--- config.mk ---
export PLATFORM = sky130hd
export DESIGN_NAME = coherence_control
export DESIGN_NICKNAME = d
export VERILOG_FILES = /design/src/rtl/coherence_control.sv
export SDC_FILE = /design/constraint.sdc
export NUM_CORES = 1
export LEC_CHECK = 0
export ABC_AREA = 1
export BUFFER_PORTS_ARGS = -buffer_cell sky130_fd_sc_hd__buf_2
export CORE_AREA = 2 2 193 195
export CTS_CLUSTER_SIZE = 24
export DETAILED_ROUTE_END_ITERATION = 10
export DIE_AREA = 0 0 195 197
export HOLD_SLACK_MARGIN = 0.15
export PLACE_DENSITY_LB_ADDON = 0.12
export REMOVE_ABC_BUFFERS = 1
export SYNTH_ARGS = -nofsm -noshare
export SYNTH_HDL_FRONTEND = slang
export SYNTH_SLANG_ARGS = --single-unit
--- constraint.sdc ---
create_clock -name CLK -period 1.7 [get_ports CLK]
set_clock_uncertainty 0.1 [all_clocks]
set_input_delay 0.17 -clock CLK [delete_from_list [all_inputs] [get_ports CLK]]
set_output_delay 0.17 -clock CLK [all_outputs]
set_load 0.1 [all_outputs]
--- src/rtl/coherence_control.sv ---
// Controller side of the cache/controller interface: arbitrates icache/dcache
// requests onto a single RAM port and runs MSI snooping with cache-to-cache forwarding.
module coherence_control #(
  parameter int CPUS   = 2,
  parameter int WORD_W = 32
) (
  input  logic                   CLK,
  input  logic                   nRST,
  input  logic [CPUS-1:0]        iREN,
  input  logic [CPUS*WORD_W-1:0] iaddr,
  output logic [CPUS-1:0]        iwait,
  output logic [CPUS*WORD_W-1:0] iload,
  input  logic [CPUS-1:0]        dREN,
  input  logic [CPUS-1:0]        dWEN,
  input  logic [CPUS*WORD_W-1:0] daddr,
  input  logic [CPUS*WORD_W-1:0] dstore,
  input  logic [CPUS-1:0]        ccwrite,
  input  logic [CPUS-1:0]        cctrans,
  output logic [CPUS-1:0]        dwait,
  output logic [CPUS*WORD_W-1:0] dload,
  output logic [CPUS-1:0]        ccwait,
  output logic [CPUS-1:0]        ccinv,
  output logic [CPUS*WORD_W-1:0] ccsnoopaddr,
  output logic                   ramREN,
  output logic                   ramWEN,
  output logic [WORD_W-1:0]      ramaddr,
  output logic [WORD_W-1:0]      ramstore,
  input  logic [WORD_W-1:0]      ramload,
  input  logic [1:0]             ramstate
);

  localparam int PW = (CPUS > 1) ? $clog2(CPUS) : 1;

  typedef enum logic [2:0] {
    IDLE   = 3'd0,
    WB     = 3'd1,
    SNOOP  = 3'd2,
    C2C    = 3'd3,
    MEMRD  = 3'd4,
    IFETCH = 3'd5
  } state_t;

  state_t          state_q;
  logic [PW-1:0]   grant_q;
  logic [PW-1:0]   sup_q;
  logic [PW-1:0]   rr_d_q;
  logic [PW-1:0]   rr_i_q;

  logic [WORD_W-1:0] iaddr_a  [CPUS];
  logic [WORD_W-1:0] daddr_a  [CPUS];
  logic [WORD_W-1:0] dstore_a [CPUS];
  logic [WORD_W-1:0] iload_a  [CPUS];
  logic [WORD_W-1:0] dload_a  [CPUS];
  logic [WORD_W-1:0] snoop_a  [CPUS];

  logic [PW:0]     wb_pick, sn_pick, if_pick;
  logic            sup_found;
  logic [PW-1:0]   sup_idx;
  logic            ram_access;

  for (genvar j = 0; j < CPUS; j++) begin : g_lanes
    assign iaddr_a[j]  = iaddr[j*WORD_W +: WORD_W];
    assign daddr_a[j]  = daddr[j*WORD_W +: WORD_W];
    assign dstore_a[j] = dstore[j*WORD_W +: WORD_W];
    assign iload[j*WORD_W +: WORD_W]       = iload_a[j];
    assign dload[j*WORD_W +: WORD_W]       = dload_a[j];
    assign ccsnoopaddr[j*WORD_W +: WORD_W] = snoop_a[j];
  end

  // First requester at or after start, wrapping; MSB flags that one was found.
  function automatic logic [PW:0] rr_pick(input logic [CPUS-1:0] req, input logic [PW-1:0] start);
    logic [PW:0] res;
    int          idx;
    res = '0;
    for (int k = CPUS - 1; k >= 0; k--) begin
      idx = (int'(start) + k) % CPUS;
      if (req[idx]) res = {1'b1, PW'(idx)};
    end
    return res;
  endfunction

  function automatic logic [PW-1:0] next_ptr(input logic [PW-1:0] idx);
    return (int'(idx) == CPUS - 1) ? '0 : idx + PW'(1);
  endfunction

  assign ram_access = (ramstate == 2'd2);
  assign wb_pick    = rr_pick(dWEN & ~cctrans, rr_d_q);
  assign sn_pick    = rr_pick(dREN & cctrans, rr_d_q);
  assign if_pick    = rr_pick(iREN, rr_i_q);

  // Lowest-index snooper that holds the line Modified supplies it
  always_comb begin
    sup_found = 1'b0;
    sup_idx   = '0;
    for (int j = CPUS - 1; j >= 0; j--) begin
      if (j != int'(grant_q) && cctrans[j]) begin
        sup_found = 1'b1;
        sup_idx   = PW'(j);
      end
    end
  end

  // Transaction FSM with registered grant, supplier and round-robin pointers
  always_ff @(posedge CLK) begin
    if (!nRST) begin
      state_q <= IDLE;
      grant_q <= '0;
      sup_q   <= '0;
      rr_d_q  <= '0;
      rr_i_q  <= '0;
    end else begin
      case (state_q)
        IDLE: begin
          if (wb_pick[PW]) begin
            grant_q <= wb_pick[PW-1:0];
            rr_d_q  <= next_ptr(wb_pick[PW-1:0]);
            state_q <= WB;
          end else if (sn_pick[PW]) begin
            grant_q <= sn_pick[PW-1:0];
            rr_d_q  <= next_ptr(sn_pick[PW-1:0]);
            state_q <= SNOOP;
          end else if (if_pick[PW]) begin
            grant_q <= if_pick[PW-1:0];
            rr_i_q  <= next_ptr(if_pick[PW-1:0]);
            state_q <= IFETCH;
          end else begin
            state_q <= IDLE;
          end
        end
        WB, IFETCH: state_q <= ram_access ? IDLE : state_q;
        SNOOP: begin
          sup_q   <= sup_idx;
          state_q <= sup_found ? C2C : MEMRD;
        end
        C2C, MEMRD: begin
          // A requester still in a coherence read continues its block without re-arbitration
          if (ram_access) state_q <= (cctrans[grant_q] && dREN[grant_q]) ? SNOOP : IDLE;
          else            state_q <= state_q;
        end
        default: state_q <= IDLE;
      endcase
    end
  end

  // Output decode; everything held at idle values while reset is asserted
  always_comb begin
    iwait    = '1;
    dwait    = '1;
    ccwait   = '0;
    ccinv    = '0;
    ramREN   = 1'b0;
    ramWEN   = 1'b0;
    ramaddr  = '0;
    ramstore = '0;
    for (int j = 0; j < CPUS; j++) begin
      iload_a[j] = '0;
      dload_a[j] = '0;
      snoop_a[j] = '0;
    end
    if (nRST) begin
      if (state_q == SNOOP || state_q == C2C) begin
        for (int j = 0; j < CPUS; j++) begin
          if (j != int'(grant_q)) begin
            ccwait[j]  = 1'b1;
            ccinv[j]   = ccwrite[grant_q];
            snoop_a[j] = daddr_a[grant_q];
          end
        end
      end
      case (state_q)
        WB: begin
          ramWEN   = 1'b1;
          ramaddr  = daddr_a[grant_q];
          ramstore = dstore_a[grant_q];
          if (ram_access) dwait[grant_q] = 1'b0;
        end
        C2C: begin
          ramWEN            = 1'b1;
          ramaddr           = daddr_a[sup_q];
          ramstore          = dstore_a[sup_q];
          dload_a[grant_q]  = dstore_a[sup_q];
          if (ram_access) begin
            dwait[grant_q] = 1'b0;
            dwait[sup_q]   = 1'b0;
          end
        end
        MEMRD: begin
          ramREN           = 1'b1;
          ramaddr          = daddr_a[grant_q];
          dload_a[grant_q] = ramload;
          if (ram_access) dwait[grant_q] = 1'b0;
        end
        IFETCH: begin
          ramREN           = 1'b1;
          ramaddr          = iaddr_a[grant_q];
          iload_a[grant_q] = ramload;
          if (ram_access) iwait[grant_q] = 1'b0;
        end
        default: ramREN = 1'b0;
      endcase
    end
  end

endmodule

-- After elaboration in Yosys (flattened, before gate mapping)
Cells that the tools add are included.
- bits in registers: 7
- latch bits: 0
- RAM bits: 0
- ROM bits: 0
- input bits: 238
- output and inout port bits: 266
- word-level logic and storage cells: 160
- memories: 0
- add/sub/neg operators: 5
- $mul: 0
- divide/modulo/power cells: 0
- magnitude comparators: 11
- eq/ne operators: 8
- shifts and indexed selects: 0
- mux-type cells: 97
- bitwise gates (word level): 15
- reduce and logical (&&, ||, !) cells: 19
- operator list (operator ; count):
    2-to-1 mux 32 bit ; 20
    2-to-1 mux 64 bit ; 5
    bitwise AND 64 bit ; 2
    one-hot mux 64 bit (2 select lines) ; 1
    one-hot mux 32 bit (3 select lines) ; 1
    one-hot mux 32 bit (2 select lines) ; 1
    2-to-1 mux 1 bit ; 42
    demux 32 bit (select 1 bit) ; 1
    2-to-1 mux 2 bit ; 16
    2-to-1 mux 3 bit ; 6
    one-hot mux 3 bit (4 select lines) ; 1
    OR reduction 2 bit ; 5
    less-than comparator 1 x 2 -> 1 bit (second input constant) ; 4
    bitwise AND 2 bit ; 3
    == test 3 x 2 -> 1 bit (second input constant) ; 2
    == test 3 bit (second input constant) ; 2
    logical AND 1 bit ; 6
    less-than comparator 2 x 3 -> 1 bit (second input constant) ; 2
    NOT 2 bit ; 3
    AND reduction 2 bit ; 3
    adder 1 bit (second input constant) ; 5
    greater-or-equal comparator 2 bit (second input constant) ; 2
    inequality test 2 bit (second input constant) ; 2
    NOT 1 -> 2 bit ; 2
    13 further kinds ; 18

-- Depth between registers and ports, before layout
- depth after elaboration: 11
- depth in mapped cells: 9
- depth with buffers taken out: 9

-- Worst setup path before layout
Ideal clock, no wire load.
- kind: reg-to-output
- start: register grant_q
- end: output ccinv[0]
- arrival time: 3620 ps
- required time: 1430 ps
- setup slack: -2190 ps
- cell stages (with the launch flop): 8
- buffers on the path: 3
- cell sequence: dfxtp_1 buf_4 buf_4 buf_2 nand2_1 nor2_1 inv_1 nor2_1
- longest elaborated chain between the ends: 5
- ends and longest elaborated chain (what ; line ; source):
    start: declaration ; 44 ; logic [PW-1:0] grant_q;
    start signal: assignment ; 115 ; grant_q <= wb_pick[PW-1:0];
    start signal: assignment ; 119 ; grant_q <= sn_pick[PW-1:0];
    start signal: assignment ; 123 ; grant_q <= if_pick[PW-1:0];
    2-to-1 mux 1 bit (2 in series) ; n/a ;
    2-to-1 mux 1 bit (*) ; 163 ; if (j != int'(grant_q)) begin
    2-to-1 mux 2 bit (*) ; 161 ; if (state_q == SNOOP || state_q == C2C) begin
    2-to-1 mux 2 bit (*) ; 160 ; if (nRST) begin
    end: declaration ; 22 ; output logic [CPUS-1:0] ccinv,
Mark *: on every way between the ends. The rest lies on a longest branch, timed or not. The select of a mux whose other input is x is not followed.

-- Worst setup path after layout
- start: register state_q[0]
- end: output dload[34]
- longest elaborated chain between the ends: 3
- elaborated cells on any way between the ends: 4
- classes of those cells: 2 x eq/ne; 2 x mux
- ends and longest elaborated chain (what ; line ; source):
    start: declaration ; 43 ; state_t state_q;
    start signal: assignment ; 130 ; WB, IFETCH: state_q <= ram_access ? IDLE : state_q;
    start signal: assignment ; 133 ; state_q <= sup_found ? C2C : MEMRD;
    start signal: assignment ; 137 ; if (ram_access) state_q <= (cctrans[grant_q] && dREN[grant_q]) ? SNOOP : IDLE;
    == test 3 bit / == test 3 x 2 -> 1 bit (equally long branches) ; 170 ; case (state_q)
    one-hot mux 64 bit (2 select lines) (*) ; 170 ;
    2-to-1 mux 64 bit (*) ; 160 ;
    end: declaration ; 20 ; output logic [CPUS*WORD_W-1:0] dload,
Mark *: on every way between the ends. The rest lies on a longest branch, timed or not.

==> metrics.md <==
| Metric | Value |
|---|---|
| Run status | finished with violations |
| Failing checks | setup timing |
| Clock tree from TritonCTS | yes |
| Global-route wire length before repair | 59,700 um |
| Arrival time worst endpoint | 1.89 ns |
| Critical path data required time | 1.43 ns |
| Maxcap violations | 0 |
| Number of nets in the layout | 1,997 |
| Maximum number of pins on one net before global-route repair | 68 |
| Core Box Area | 36,300 um^2 |
| Clock root buffer | sky130_fd_sc_hd__clkbuf_16 |
| Routed via count | 10,200 |
| Overflow after GRT | 0 |
| Yosys warnings | 0 |
| Critical path endpoint category | primary output |
| Routed WL per cell | 20.6 um |
| FILL cells | 3,682 |
| Static leakage power | 0.00660 uW |
| Worst setup path class | reg -> out |
| Top cell type's share of synthesized area | 28.7% |
| Total DRC errors in the routed layout | 0 |
| Maximum clock insertion buffer count | 2 |
| Final wirelength | 45,800 um |
| Share of post-route cells with drive strength above 1 | 56.1% |
| Final sum of negative setup slack | -90.51 ns |
| Top_reg_cell synth | sky130_fd_sc_hd__dfxtp_1 |
| Starting DRT DRC Count | 372 |
| Per-instance average area after synthesis | 4.40 um^2 |
| Initial Util | 13.8% |
| Clock-pin slew of the registers on the worst-case setup and hold paths | 0.04 ns |
| Number of top-level design ports | 504 |
| Worst skew pair latency | 0.23 ns |
| Time the final worst path needs with I/O delays and setup | 2.16 ns |
| Final Max Tran Viols | 0 |
| Synth Cell Area | 5000 um^2 |
| Worst setup slack before clock tree synthesis | -0.329 ns |
| Setup-failing EPs final | 269 |
| Library cells used by synthesis | 23 |
| PD cells | 583 nW/um^2 |
| Slowest cell delay on critical path | 0.37 ns |
| Startpoint types | flop |
| H-tree levels | 1 |
| RSZ-0062 raised after global routing | yes |
| Die Footprint | 38,400 um^2 |
| Area added between synthesis and finish | 213% |
| Number of flops mapped to enable cells by yosys | 0 |
| Top cells by area, synth | sky130_fd_sc_hd__nand2_1, sky130_fd_sc_hd__o21ai_0, sky130_fd_sc_hd__inv_1 |
| Power after layout | 9110 uW |
| Total routing usage reported by global routing | 20.2% |
| DIE WIDTH | 195 um |
| Portion of the post-synthesis area used by sequential elements | 2.80% |
| Number of storage elements in the synthesis netlist | 7 |
| Number of antenna violations at the first check in global routing | 3 |
| Final WS setup | -0.464 ns |
| Number of global-route vias before repair | 9,725 |
| Total CTS buffers | 3 |
| Cell-by-cell listing of the critical path | buf_4, nand3_2, buf_6, nand2_4, nand3_4, buf_12, nor2_2, buf_4, buf_12 |
| Maximum clock frequency | 462 MHz |
| Slowest stage cell on the critical path | sky130_fd_sc_hd__dfxtp_4 |
| 1st-pass router iterations | 6 |
| Worst slew margin | 67.9% |
| Hpwl dp | 31,300 um |
| Vert. Die Dim | 197 um |
| Final weighted congestion in routability-driven placement | 0.877 |
| Worst-case hold slack | 0.160 ns |
| Mapped Cells | 1,138 |
| Final critical-path share of the clock period | 127% |
| TritonCTS Sinks | 7 |
| Peak supply drop | 0.423 mV |
| Area leader, netlist | sky130_fd_sc_hd__nand2_1 |
| Final number of hold-violating endpoints | 0 |
| Pin slew with the least headroom to its limit | 0.485 ns |
| Type of the worst min-delay path | in -> reg |
| Via density | 4.58 |
| Proportion of register bits with asynchronous set or reset after synthesis | 0% |
| Remaining number of nets flagged by the antenna check after routing | 0 |
| Row cnt | 70 |
| PortBufs | 503 |
| Max FO, Critical Path | 16 |
## placed cells by master, fill, tap and decap left out, types with 18 or more instances in the layout
master                      Yosys  final
sky130_fd_sc_hd__buf_4          8    121
sky130_fd_sc_hd__nor2_4         0     40
sky130_fd_sc_hd__clkbuf_16      0     18
sky130_fd_sc_hd__o21ai_0      159    145
sky130_fd_sc_hd__buf_6          0     50
sky130_fd_sc_hd__buf_2         39    238
sky130_fd_sc_hd__nor2_1       120     32
sky130_fd_sc_hd__nor3_4         0     23
sky130_fd_sc_hd__nand2_1      382    346
sky130_fd_sc_hd__buf_12         0    274
sky130_fd_sc_hd__nor2_2         2     50
sky130_fd_sc_hd__nand3_1       37     27
sky130_fd_sc_hd__inv_1        144    136
sky130_fd_sc_hd__nor3_2         0     38
sky130_fd_sc_hd__nor3_1        96     35
sky130_fd_sc_hd__nand2_2        0     24
sky130_fd_sc_hd__a21oi_2        0     22
## path summary, 6_finish.rpt
kind	start	end	slack, ns	cells after the start
worst max register to register	state_q[1]	state_q[1]	-0.14	9
worst min register to register	rr_d_q	rr_d_q	0.40	2
worst min-delay path	cctrans[1]	sup_q	0.16	3
worst max-delay path	state_q[0]	dload[34]	-0.46	9
## state kept, by name (all words and copies together) (netlist names)
signal / count
state_q: 3
rr_d_q: 1
sup_q: 1
grant_q: 1
rr_i_q: 1
## logic make-up (layout without fill, tap and decap cells)
kind of cell / count (synthesis) / in the layout / synth area share, %
other: 0 / 3 / 0
and+or+nand+nor: 639 / 640 / 51.5
DFF: 7 / 7 / 2.80
buffers and inverters: 246 / 865 / 20.0
AOI/OAI and AO/OA: 246 / 246 / 25.7
## worst max-delay path: cells and delay by family (launching register included)
family,cells,cell delay [ns]
buf+inv,5,0.79
simple gates,4,0.48
flops,1,0.37
## layout make-up
type / instances / area [um^2] / area share [%]
Sequential cell: 7 / 159 / 1.02
Tap cell: 468 / 586 / 3.74
Antenna cell: 3 / 7.51 / 0.0480
Inverter: 150 / 578 / 3.70
Multi-Input combinational cell: 886 / 5390 / 34.5
Clock buffer: 4 / 78.8 / 0.504
Timing Repair Buffer: 711 / 8840 / 56.5
## cells in the mapped netlist (all sizes together) (7+ instances only)
master and n:
nand2 382, inv 149, dfxtp 7, nor3 96, o21ai 170, nand3 37
a31oi 32, a21oi 38, buf 51, clkbuf 45, nor2 122
## per-stage QoR
stage | cell area (um^2) | utilization (%) | cells
2_1_floorplan | 4560 | - | 1042
3_3_place_gp | 12800 | 35.2 | 2177
4_1_cts | 14000 | 38.7 | 2203
5_1_grt | 15600 | 43.1 | 2226
6_report | 15600 | 43.1 | 2229
3_5_place_dp | 12800 | 35.2 | 2177
## report_power, final
| part | leakage [uW] | internal, uW | switching, uW |
|---|---|---|---|
| Combinational | 0.00651 | 3080 | 5360 |
| Sequential | 0.0000610 | 205 | 61.3 |
| Clock | 0.0000382 | 313 | 96.7 |
## metal layers
layer	up-vias	global-route usage [%]	wire length [um]
met4	4	4.27	1220
met1	4790	23.5	18000
li1	4886	-	-
met3	64	3.64	2970
met5	-	0	27
met2	468	38.5	23600
## timing repair
action | in CTS | in global routing
pin swaps | 15 | 43
hold buffers | 0 | 0
cloned | 8 | 21
resized for setup | 239 | 274
endpoints found under the setup margin | 268 | 269
setup buffers | 15 | 11
Power figures use the tool's default switching activity.
